## src/rtl/iob_ram_dp_ctrl.sv

```systemverilog
`default_nettype none
// ============================================================================
//  Module   : iob_ram_dp_ctrl
//  Brief    : Initiator-side controller for the iob_ram_dp_be dual-port RAM.
//             Port A serves a read/write iob bus and emulates byte strobes
//             by read-modify-write on a RAM that only writes whole words.
//             Port B serves a read-only fetch bus, one read per cycle.
//             Optional macro IOB_RAM_DP_CTRL_COLLISION_FWD_EN forwards port A
//             write data to port B when both ports hit the same address.
//  Revision : 1.0 - initial release
// ============================================================================
module iob_ram_dp_ctrl #(
  parameter int ADDR_W = 10,
  parameter int DATA_W = 32
) (
  input  logic                  clk,
  input  logic                  rst_n,
  input  logic                  a_valid,
  input  logic [ADDR_W-1:0]     a_addr,
  input  logic [DATA_W-1:0]     a_wdata,
  input  logic [DATA_W/8-1:0]   a_wstrb,
  output logic [DATA_W-1:0]     a_rdata,
  output logic                  a_ready,
  input  logic                  b_valid,
  input  logic [ADDR_W-1:0]     b_addr,
  output logic [DATA_W-1:0]     b_rdata,
  output logic                  b_ready,
  output logic                  mem_enA,
  output logic [DATA_W/8-1:0]   mem_weA,
  output logic [ADDR_W-1:0]     mem_addrA,
  output logic [DATA_W-1:0]     mem_dinA,
  input  logic [DATA_W-1:0]     mem_doutA,
  output logic                  mem_enB,
  output logic [ADDR_W-1:0]     mem_addrB,
  input  logic [DATA_W-1:0]     mem_doutB
);

  localparam int c_STRB_W = DATA_W / 8;

  localparam logic [2:0] c_IDLE    = 3'd0;
  localparam logic [2:0] c_RD_WAIT = 3'd1;
  localparam logic [2:0] c_RD_RESP = 3'd2;
  localparam logic [2:0] c_RMW_WR  = 3'd3;
  localparam logic [2:0] c_RESP    = 3'd4;

  logic [2:0]          r_state;
  logic [2:0]          w_nextState;
  logic [ADDR_W-1:0]   r_addr;
  logic [DATA_W-1:0]   r_wdata;
  logic [c_STRB_W-1:0] r_wstrb;
  logic [DATA_W-1:0]   r_rdata;
  logic                r_bReady;

  logic                w_enA;
  logic [c_STRB_W-1:0] w_weA;
  logic [ADDR_W-1:0]   w_addrA;
  logic [DATA_W-1:0]   w_dinA;
  logic [DATA_W-1:0]   w_merge;
  logic                w_accept;

  assign w_accept = (r_state == c_IDLE) && a_valid;

  // Byte merge for RMW: strobed bytes from the request, others from the RAM word
  for (genvar i = 0; i < c_STRB_W; i++) begin : g_merge
    assign w_merge[i*8 +: 8] = r_wstrb[i] ? r_wdata[i*8 +: 8] : mem_doutA[i*8 +: 8];
  end

  // Port A next-state and RAM port A drive
  always_comb begin
    w_nextState = r_state;
    w_enA       = 1'b0;
    w_weA       = '0;
    w_addrA     = '0;
    w_dinA      = '0;
    case (r_state)
      c_IDLE: begin
        if (a_valid) begin
          w_enA   = 1'b1;
          w_addrA = a_addr;
          if (&a_wstrb) begin
            w_weA       = '1;
            w_dinA      = a_wdata;
            w_nextState = c_RESP;
          end else if (a_wstrb == '0) begin
            w_nextState = c_RD_WAIT;
          end else begin
            w_nextState = c_RMW_WR;
          end
        end
      end
      c_RD_WAIT: w_nextState = c_RD_RESP;
      c_RD_RESP: w_nextState = c_IDLE;
      c_RMW_WR: begin
        w_enA       = 1'b1;
        w_weA       = '1;
        w_addrA     = r_addr;
        w_dinA      = w_merge;
        w_nextState = c_RESP;
      end
      c_RESP:    w_nextState = c_IDLE;
      default:   w_nextState = c_IDLE;
    endcase
  end

  // Outputs that follow live inputs are gated so reset holds every pin at 0
  assign mem_enA   = w_enA & rst_n;
  assign mem_weA   = w_weA & {c_STRB_W{rst_n}};
  assign mem_addrA = w_addrA & {ADDR_W{rst_n}};
  assign mem_dinA  = w_dinA & {DATA_W{rst_n}};
  assign mem_enB   = b_valid & rst_n;
  assign mem_addrB = b_addr & {ADDR_W{rst_n}};

  assign a_ready = (r_state == c_RD_RESP) || (r_state == c_RESP);
  assign a_rdata = r_rdata;
  assign b_ready = r_bReady;

  // Port A state, request capture and read-data register
  always_ff @(posedge clk or negedge rst_n) begin
    if (!rst_n) begin
      r_state <= c_IDLE;
      r_addr  <= '0;
      r_wdata <= '0;
      r_wstrb <= '0;
      r_rdata <= '0;
    end else begin
      r_state <= w_nextState;
      if (w_accept) begin
        r_addr  <= a_addr;
        r_wdata <= a_wdata;
        r_wstrb <= a_wstrb;
      end
      if (r_state == c_RD_WAIT) begin
        r_rdata <= mem_doutA;
      end
    end
  end

  // Port B completion tracks the request one cycle later (RAM latency)
  always_ff @(posedge clk or negedge rst_n) begin
    if (!rst_n) begin
      r_bReady <= 1'b0;
    end else begin
      r_bReady <= b_valid;
    end
  end

`ifdef IOB_RAM_DP_CTRL_COLLISION_FWD_EN
  logic              r_fwd;
  logic [DATA_W-1:0] r_fwdData;
  logic              w_collision;

  assign w_collision = mem_enA && (mem_weA != '0) && mem_enB && (mem_addrA == mem_addrB);

  // Remember same-address write data so port B sees the new word, not RAM garbage
  always_ff @(posedge clk or negedge rst_n) begin
    if (!rst_n) begin
      r_fwd     <= 1'b0;
      r_fwdData <= '0;
    end else begin
      r_fwd     <= w_collision;
      r_fwdData <= mem_dinA;
    end
  end

  assign b_rdata = r_bReady ? (r_fwd ? r_fwdData : mem_doutB) : '0;
`else
  assign b_rdata = r_bReady ? mem_doutB : '0;
`endif

endmodule
`default_nettype wire

```

## config.mk

```make
export PLATFORM = sky130hd
export DESIGN_NAME = iob_ram_dp_ctrl
export DESIGN_NICKNAME = d
export VERILOG_FILES = /design/src/rtl/iob_ram_dp_ctrl.sv
export SDC_FILE = /design/constraint.sdc
export NUM_CORES = 1
export LEC_CHECK = 0
export ABC_AREA = 1
export CORE_ASPECT_RATIO = 1.1
export CORE_MARGIN = 3
export CORE_UTILIZATION = 35
export CTS_CLUSTER_DIAMETER = 50
export CTS_CLUSTER_SIZE = 12
export DETAILED_ROUTE_END_ITERATION = 7
export MAX_ROUTING_LAYER = met4
export PLACE_DENSITY_LB_ADDON = 0.2
export SLEW_MARGIN = 20
export SYNTH_ARGS = -nofsm -noshare
export SYNTH_HDL_FRONTEND = slang
export SYNTH_SLANG_ARGS = --single-unit
```

## constraint.sdc

```tcl
create_clock -name clk -period 1.7 [get_ports clk]
set_input_delay 0.34 -clock clk [delete_from_list [all_inputs] [get_ports clk]]
set_output_delay 0.34 -clock clk [all_outputs]
set_load 0.01 [all_outputs]
```

==> results.json, run 1 <==
{
  "drt_iter0_markers": 326,
  "nets": 1192,
  "critPathSlowestCell": "dfrtp_1",
  "status": "finished with violations",
  "synth.distinct_cells": 19,
  "path_clk_slew_ns": 0.07,
  "grt_pass1_wl_mm": 27.5,
  "synth_top_flop_cell": "dfrtp_1",
  "rows": 43,
  "crit_arrival_ns": 1.81,
  "synth_top_area_cell": "dfrtp_1",
  "drv_slew": 0,
  "drv_cap": 0,
  "netlist_top_cells_count": "nand2_1, inv_1, nor2_1, dfrtp_1, o21ai_0",
  "grt_max_degree": 66,
  "max-slew-margin-rel": 0.678,
  "critPathRequiredTime_ns": 1.36,
  "cts_buffers": 9,
  "fin_skew_ns": 0.00508,
  "worst_slack_ns": -0.455,
  "overflow": 0,
  "setup_viol": 51,
  "netlist_area_sq_um": 4740,
  "start_util": 0.367,
  "die_w_microns": 117,
  "fillers": 1186,
  "path_cells": "nor2_4, buf_4, nand2_2, nor2_4, buf_12, buf_4, inv_2, a21oi_2, buf_2",
  "hold_slack_ns": 0.0194,
  "grt_usage": 0.239,
  "rsz0062_at_grt": "yes",
  "worstSetupPathType": "register to output pin",
  "core_area_sq_um": 12900,
  "dieArea_sq_um": 15000,
  "p_sw_mw": 4.06,
  "grt_pass1_vias": 5532,
  "diodes": 0,
  "synth_cells": 725,
  "vias_per_cell": 4.68,
  "critPathMaxFanout": 11,
  "ys_warn_count": 0,
  "cts.path.max_buffers": 2,
  "vias": 5752,
  "power_density_nw_per_um2": 1310,
  "synth_fp_nets": 849,
  "synth-edff-count": 0,
  "boundaryPins": 248,
  "violations": "setup timing",
  "h-tree-depth": 3,
  "drt-total-wl_mm": 18.0,
  "synth.most_common_cell": "nand2_1",
  "cp-start-kind": "register",
  "cts.sinks": 82,
  "die_h_microns": 128,
  "final_core_util": 0.652,
  "drive_gt1_frac": 0.230,
  "power_frac_seq": 0.315,
  "p_leak_nw": 4.74,
  "cp_num_buf_inv": 5,
  "ys_seq_area_frac": 0.433,
  "slowest_delay_ns": 0.43,
  "period_minus_slack_ns": 2.15,
  "tightest_slew_ns": 0.484,
  "post_drt_wl_per_cell_microns": 14.7,
  "syn_to_final_growth_pct": 77.6,
  "power.internal_mw": 6.98,
  "fmax_mhz": 464,
  "synthTopCellsByArea": "dfrtp_1, nand2_1, inv_1, nor2_1, o21ai_0",
  "io_buffers": 247,
  "drc": 0,
  "avgSynthCellArea_sq_um": 6.53,
  "cp_top_family": "buffers and inverters",
  "hold_class": "primary input to async pin",
  "cts_tree": "yes",
  "antenna_found_initial": 0,
  "final-hold-violation-count": 0,
  "fin_crit_sh": 1.27,
  "fin_area_sq_um": 8410,
  "comb_power_share": 0.504,
  "async_reset_ff_frac": 1.00,
  "clock_latency_ns": 0.34,
  "detailed_place_hpwl_mm": 12.0,
  "cts-root-buf": "clkbuf_16",
  "ant_nets": 0,
  "place.gp.congestion": 0.811,
  "synth_top_cell_area_share": 0.433,
  "drtPass1Iterations": 5,
  "pwr-share-clk": 0.182,
  "sw_frac_of_total": 0.368,
  "ir_drop_mv": 0.690,
  "end_kind": "output pin",
  "ys_ff_latch": 82,
  "placed_area_sq_um": 7830
}
[path summary, 6_finish.rpt]
check                       startpoint           to  slack (ns)  depth (start not counted)
setup reg to reg            r_state[1]  r_wdata[25]       -0.39                         13
setup / recovery            r_state[1]      mem_enA       -0.45                          9
hold / removal                   rst_n   a_rdata[8]        0.02                          2
max in group asynchronous        rst_n  a_rdata[22]        1.04                          3
min in group clk            a_wstrb[3]   r_wstrb[3]        0.45                          3
hold reg to reg            r_wdata[10]  r_wdata[10]        0.47                          2
[cells in the final DEF, fill, tap and decap left out, types with 2 or more instances in the layout]
cell type          n
a21oi_1           10
a21oi_2            2
buf_12            11
buf_2             51
buf_4            106
buf_6             13
buf_8              2
clkbuf_16         11
clkbuf_2          20
clkbuf_8           2
clkdlybuf4s50_1  149
clkinvlp_4         2
dfrtp_1           80
dfrtp_2            2
dlygate4sd2_1     23
inv_1            110
inv_2              5
nand2_1          250
nand2_2            6
nand3_1            2
nand3_2            2
nand4_1           32
nor2_1           100
nor2_4             3
o21ai_0           61
o21ai_1            5
[cell type report]
class	instances	area, sq um	share of cell area
timing repair buffer	381	3350	0.398
clock inverter	4	50.0	0.00595
clock buffer	12	256	0.0305
tap	157	196	0.0233
sequential	82	2050	0.244
multi-input combinational	477	2060	0.244
inverter	117	447	0.0531
[worst reg2reg max path: stages (launching register included)]
cell,delay (ns)
dfrtp_1,0.43
nor2_4,0.13
buf_4,0.13
buf_8,0.12
nand4_1,0.15
buf_4,0.18
buf_4,0.12
buf_4,0.12
buf_4,0.12
buf_4,0.12
buf_4,0.12
buf_4,0.12
buf_4,0.12
nand2_1,0.05
[cell families (layout without fill, tap and decap cells)]
logic type | count (synthesis) | after routing | synth area share
compound gates | 79 | 79 | 0.0835
buf+inv | 166 | 514 | 0.144
flops | 82 | 82 | 0.433
simple gates | 398 | 398 | 0.339
[power groups by stage]
| stage | registers [mW] | logic (mW) | clock network, mW |
|---|---|---|---|
| finish | 3.47 | 5.56 | 2.01 |
| global route | 3.58 | 6.16 | 2.13 |
| CTS | 3.46 | 5.23 | 2.04 |
| detailed placement | 3.47 | 4.89 | 0 |
| global placement | 3.44 | 4.78 | 0 |
| floorplan | 3.49 | 2.30 | 0 |
[layer usage]
| layer | routed length [microns] | vias up | global-route usage |
|---|---|---|---|
| met2 | 9200 | 226 | 0.413 |
| met1 | 7430 | 2626 | 0.283 |
| li1 | - | 2876 | - |
| met3 | 1160 | 24 | 0.0439 |
| met5 | 0 | - | - |
| met4 | 254 | 0 | 0.0688 |
[through the flow]
| step | TNS (ns) | std cells | setup slack [ns] | power, mW |
|---|---|---|---|---|
| after floorplan | 0 | 725 | 0.0866 | 5.79 |
| after global placement | -50.46 | 1155 | -0.767 | 8.22 |
| after detailed placement | -51.14 | 1155 | -0.773 | 8.36 |
| after CTS | -16.85 | 1216 | -0.478 | 10.7 |
| after global routing | -24.44 | 1230 | -0.556 | 11.9 |
| final | -17.00 | 1230 | -0.455 | 11.0 |
[registers in the layout, summed over array words and instances, names as in the netlist]
name and count:
r_wstrb 4, r_wdata 32, a_rdata 32, r_state 3
b_ready 1, r_addr 10
[timing repair]
| item | CTS | global route |
|---|---|---|
| pin swaps | 8 | 19 |
| hold endpoints to repair | 8 | 0 |
| setup endpoints to repair | 95 | 137 |
| gates resized for setup | 297 | 50 |
| hold buffers | 1 | 0 |
| gates cloned | 5 | 2 |
| setup buffers | 39 | 14 |
Power figures use the tool's default switching activity.
==> run 2: changes to the inputs <==
ABC_AREA = unset   (was 1)
CELL_PAD_IN_SITES_DETAIL_PLACEMENT = 1   (was unset)
CELL_PAD_IN_SITES_GLOBAL_PLACEMENT = 1   (was unset)
CORE_UTILIZATION = 27   (was 35)
clock period = 2.41 ns   (was 1.7 ns; I/O delays follow)
==> results.json, run 2 <==
{
  "cts.path.max_buffers": 2,
  "grt_usage": 0.197,
  "sw_frac_of_total": 0.348,
  "comb_power_share": 0.454,
  "async_reset_ff_frac": 1.00,
  "antenna_found_initial": 1,
  "p_total_mw": 7.30,
  "worstSetupPathType": "register to output pin",
  "drive_gt1_frac": 0.251,
  "ys_ff_latch": 82,
  "cts.sinks": 82,
  "ys_warn_count": 0,
  "h-tree-depth": 3,
  "post_drt_wl_per_cell_microns": 18.9,
  "grt_pass1_vias": 4597,
  "vias_per_cell": 4.66,
  "critPathMaxFanout": 5,
  "max-slew-margin-rel": 0.571,
  "synth_top_area_cell": "dfrtp_1",
  "core_area_sq_um": 15200,
  "power.internal_mw": 4.76,
  "fin_skew_ns": 0.00585,
  "ant_nets": 0,
  "detailed_place_hpwl_mm": 12.8,
  "fin_crit_sh": 1.11,
  "syn_to_final_growth_pct": 78.3,
  "synth-edff-count": 0,
  "rr_worst_depth": 6,
  "synthTopCellsByArea": "dfrtp_1, nand2_1, mux2_2, mux2i_1, o2bb2ai_1",
  "cts_tree": "yes",
  "start_util": 0.278,
  "cts-root-buf": "clkbuf_16",
  "rows": 47,
  "status": "finished with violations",
  "die_h_microns": 137,
  "dp.cells": 879,
  "drv_slew": 0,
  "layout_common_cells": "clkdlybuf4s50_1, nand2_1, dfrtp_1",
  "netlist_top_cells_count": "nand2_1, dfrtp_1, and2_1",
  "hold_class": "primary input to async pin",
  "final-hold-violation-count": 0,
  "final-instance-count-excl-fill": 907,
  "layout_commonest_cell": "clkdlybuf4s50_1",
  "nets": 829,
  "crit_arrival_ns": 2.18,
  "end_kind": "output pin",
  "vias": 4230,
  "worst_slack_ns": -0.257,
  "die_w_microns": 125,
  "clock_latency_ns": 0.34,
  "seqCellArea_sq_um": 2050,
  "tightest_slew_ns": 0.644,
  "fillers": 1717,
  "fmax_mhz": 375,
  "dieArea_sq_um": 17200,
  "drt_iter0_markers": 96,
  "overflow": 0,
  "violations": "setup timing",
  "power_density_nw_per_um2": 967,
  "p_leak_nw": 3.39,
  "tns_ns": -7.11,
  "multi_input_area_sq_um": 2230,
  "power_frac_seq": 0.343,
  "ir_drop_mv": 0.393,
  "drc": 0,
  "hold_slack_ns": 0.382,
  "cts_hold_buf": 0,
  "synth_top_cell_area_share": 0.485,
  "ys_seq_area_frac": 0.485,
  "synth.distinct_cells": 25,
  "period_minus_slack_ns": 2.67,
  "drv_cap": 0,
  "critPathRequiredTime_ns": 1.93,
  "io_buffers": 247,
  "synth_top_flop_cell": "dfrtp_1",
  "synth_cells": 437,
  "rsz0062_at_grt": "yes",
  "netlist_area_sq_um": 4230,
  "grt_max_degree": 51,
  "grt_pass1_wl_mm": 25.6,
  "place.gp.congestion": 0.849,
  "synth_fp_nets": 561,
  "pwr-share-clk": 0.204,
  "cts_buffers": 9,
  "drtPass1Iterations": 4,
  "p_sw_mw": 2.54,
  "cp-start-kind": "register",
  "final_core_util": 0.496,
  "path_clk_slew_ns": 0.06,
  "avgSynthCellArea_sq_um": 9.69,
  "boundaryPins": 248,
  "synth.most_common_cell": "nand2_1",
  "setup_viol": 32,
  "drt-total-wl_mm": 17.2
}
[run 2: changes by cell type in the layout (fill, tap and decap cells not counted), sizes merged, moves of 44 or more]
| cell | before | now |
|---|---|---|
| buf | 184 | 90 |
| inv | 116 | 0 |
| clkdlybuf4s50 | 149 | 197 |
| nor2 | 104 | 5 |
| and2 | 0 | 44 |
| o21ai | 66 | 1 |
| nand2 | 257 | 150 |
[run 2: logic make-up after synthesis]
group,Yosys count,synth area share
buffers and inverters,35,0.0423
xor gates and xnor gates,2,0.00414
DFF,82,0.485
and+or+nand+nor,209,0.225
muxes,64,0.161
AOI/OAI and AO/OA,45,0.0828
[run 2: timing repair]
item	4_1_cts	5_1_grt
setup buffers	9	1
endpoints found under the hold margin	0	0
pin swaps	7	5
setup endpoints to repair	47	40
cloned	2	2
gates resized for setup	206	32
[run 2: final timing paths]
kind	start	endpoint	slack [ns]
min in group clk	r_wdata[0]	r_wdata[0]	0.48
max reg2reg	r_state[2]	a_rdata[15]	0.47
max	r_state[0]	mem_dinA[23]	-0.26
max in group asynchronous	rst_n	a_rdata[22]	1.52
min	rst_n	a_rdata[8]	0.38
min reg2reg	r_wdata[0]	r_wdata[0]	0.48
[run 2: final cells by class]
type                            count  area share
Multi-Input combinational cell    320       0.295
Antenna cell                        1    0.000332
Clock inverter                      4     0.00995
Clock buffer                       12      0.0327
Timing Repair Buffer              292       0.358
Sequential cell                    82       0.272
Tap cell                          196      0.0325
[run 2: power groups by stage]
stage	Combinational [mW]	Clock, mW	Sequential [mW]
final	3.31	1.49	2.50
after global routing	3.59	1.59	2.60
after CTS	3.29	1.53	2.51
after detailed placement	3.24	0	2.53
after global placement	3.15	0	2.49
after floorplan	1.57	0	2.48
[run 2: worst max-delay path: stages (launching register included)]
cell	delay, ns
dfrtp_1	0.38
or4b_4	0.56
nor4b_4	0.31
buf_6	0.19
clkbuf_16	0.17
o2bb2ai_2	0.10
buf_2	0.15
[run 2: per-stage QoR]
stage / area [sq um] / setup WS, ns
after global routing: 7550 / -0.337
after floorplan: 4230 / 0.121
after global placement: 7080 / -0.825
final: 7550 / -0.257
after CTS: 7350 / -0.325
after detailed placement: 7080 / -0.870
[run 2: routing by layer]
metal / vias to the layer above / share of wire / GRT usage
li1: 1994 / - / -
met5: - / 0 / -
met4: 0 / 0.026 / 0.0771
met2: 163 / 0.53 / 0.359
met3: 25 / 0.056 / 0.0450
met1: 2048 / 0.39 / 0.209
==> run 3: changes to the inputs <==
==> constraint.sdc (replaced) <==
create_clock -name clk -period 2.41 [get_ports clk]
set_input_delay 0.3615 -clock clk [delete_from_list [all_inputs] [get_ports clk]]
set_output_delay 0.3615 -clock clk [all_outputs]
set_load 0.01 [all_outputs]
==> results.json, run 3 (synthesis gave the netlist of run 2 again) <==
{
  "cts.sinks": 82,
  "die_h_microns": 137,
  "drt-total-wl_mm": 17.4,
  "worstSetupPathType": "register to output pin",
  "setup_viol": 32,
  "max-slew-margin-rel": 0.439,
  "vias_per_cell": 4.67,
  "path_clk_slew_ns": 0.06,
  "cts_tree": "yes",
  "drv_cap": 0,
  "cts_buffers": 9,
  "dieArea_sq_um": 17200,
  "rows": 47,
  "antenna_found_initial": 1,
  "fmax_mhz": 391,
  "fin_crit_sh": 1.06,
  "hold_class": "primary input to async pin",
  "io_buffers": 247,
  "period_minus_slack_ns": 2.56,
  "grt_pass1_wl_mm": 26.5,
  "slowest_delay_ns": 0.56,
  "post_drt_wl_per_cell_microns": 19.2,
  "place.gp.congestion": 0.846,
  "detailed_place_hpwl_mm": 12.8,
  "syn_to_final_growth_pct": 81.0,
  "final-hold-violation-count": 0,
  "h-tree-depth": 3,
  "path_cells": "or4b_4, nor4b_4, buf_6, buf_12, buf_16, o2bb2ai_2, buf_2",
  "overflow": 0,
  "critPathMaxFanout": 5,
  "crit_arrival_ns": 2.20,
  "drive_gt1_frac": 0.248,
  "cp-start-kind": "register",
  "ant_nets": 0,
  "boundaryPins": 248,
  "fin_skew_ns": 0.0107,
  "cts.path.max_buffers": 2,
  "grt_pass1_vias": 4660,
  "drc": 0,
  "layout_commonest_cell": "clkdlybuf4s50_1",
  "cp_top_family": "simple AND/OR/NAND/NOR gates",
  "critPathRequiredTime_ns": 2.05,
  "ir_drop_mv": 0.346,
  "cts-root-buf": "clkbuf_16",
  "clock_latency_ns": 0.33,
  "critPathSlowestCell": "or4b_4",
  "end_kind": "output pin",
  "met1_usage": 0.226,
  "met2_usage": 0.362,
  "vias": 4222,
  "gr-max-usage-layer": "met2",
  "drtPass1Iterations": 4,
  "tightest_slew_ns": 0.841,
  "worst_slack_ns": -0.149,
  "status": "finished with violations",
  "grt_usage": 0.202,
  "drt_iter0_markers": 147,
  "tns_ns": -2.43,
  "dp_slack_ns": -0.639,
  "drv_slew": 0,
  "core_area_sq_um": 15200,
  "power_density_nw_per_um2": 938,
  "nets": 826,
  "p_leak_nw": 3.40,
  "grt_max_degree": 65,
  "cp_num_buf_inv": 4,
  "rsz0062_at_grt": "yes",
  "violations": "setup timing",
  "layout_common_cells": "clkdlybuf4s50_1, nand2_1, dfrtp_1",
  "grtUsageMet3": 0.0364,
  "start_util": 0.278,
  "die_w_microns": 125
}
-- run 3: cell count changes in the layout (fill, tap and decap cells not counted), sizes merged --
| cell | before | now |
|---|---|---|
| clkdlybuf4s50 | 197 | 198 |
| diode | 1 | 2 |
| clkbuf | 14 | 25 |
| dlygate4sd2 | 2 | 1 |
| clkinv | 0 | 2 |
| bufinv | 2 | 1 |
| buf | 90 | 75 |
-- run 3: timing repair --
item                       4_1_cts  5_1_grt
pin swaps                        3        2
hold buffers                     0        0
gates resized for setup        179       52
cloned                           3        0
setup buffers                    8        0
setup endpoints to repair       47       47
-- run 3: cell type report --
type / count / area (sq um)
multi-input cells: 320 / 2320
fillers: 1687 / 7570
clock buffers: 11 / 253
repair buffers: 289 / 2730
flip-flops and latches: 82 / 2050
clock inverters: 5 / 62.6
diodes: 2 / 5.00
well taps: 196 / 245
-- run 3: through the flow --
stage                     hold slack [ns]  cell area (sq um)   util  cells  power (mW)
after global routing               0.0675               7660  0.503    904        7.68
final                              0.0492               7660  0.503    905        7.19
after floorplan                    0.0659               4230      -    437        4.05
after CTS                          0.0473               7570  0.497    905        7.24
after global placement              0.399               7070  0.464    878        5.63
after detailed placement            0.406               7070  0.464    878        5.75
-- run 3: routing by layer --
| metal | wire, microns | vias up | part of all wire |
|---|---|---|---|
| met1 | 6840 | 2042 | 0.39 |
| met4 | 344 | 0 | 0.020 |
| met5 | 0 | - | 0 |
| met2 | 9310 | 168 | 0.54 |
| li1 | - | 1991 | - |
| met3 | 887 | 21 | 0.051 |
-- run 3: final timing paths --
kind                             startpoint           end  slack (ns)  cells after the start
max in group asynchronous             rst_n   r_wdata[15]        1.20                      3
worst min register to register  r_wdata[29]   r_wdata[29]        0.47                      2
worst min-delay path                  rst_n    a_rdata[3]        0.05                      2
worst max register to register   r_state[1]    a_rdata[4]        0.50                      5
worst max-delay path             r_state[2]  mem_dinA[28]       -0.15                      7
min in group clk                r_wdata[29]   r_wdata[29]        0.47                      2
-- run 3: report_power, final --
part | switching, mW | internal [mW] | leakage [nW]
registers | 0.463 | 2.05 | 0.997
logic | 1.53 | 1.73 | 2.26
clock network | 0.559 | 0.863 | 0.148
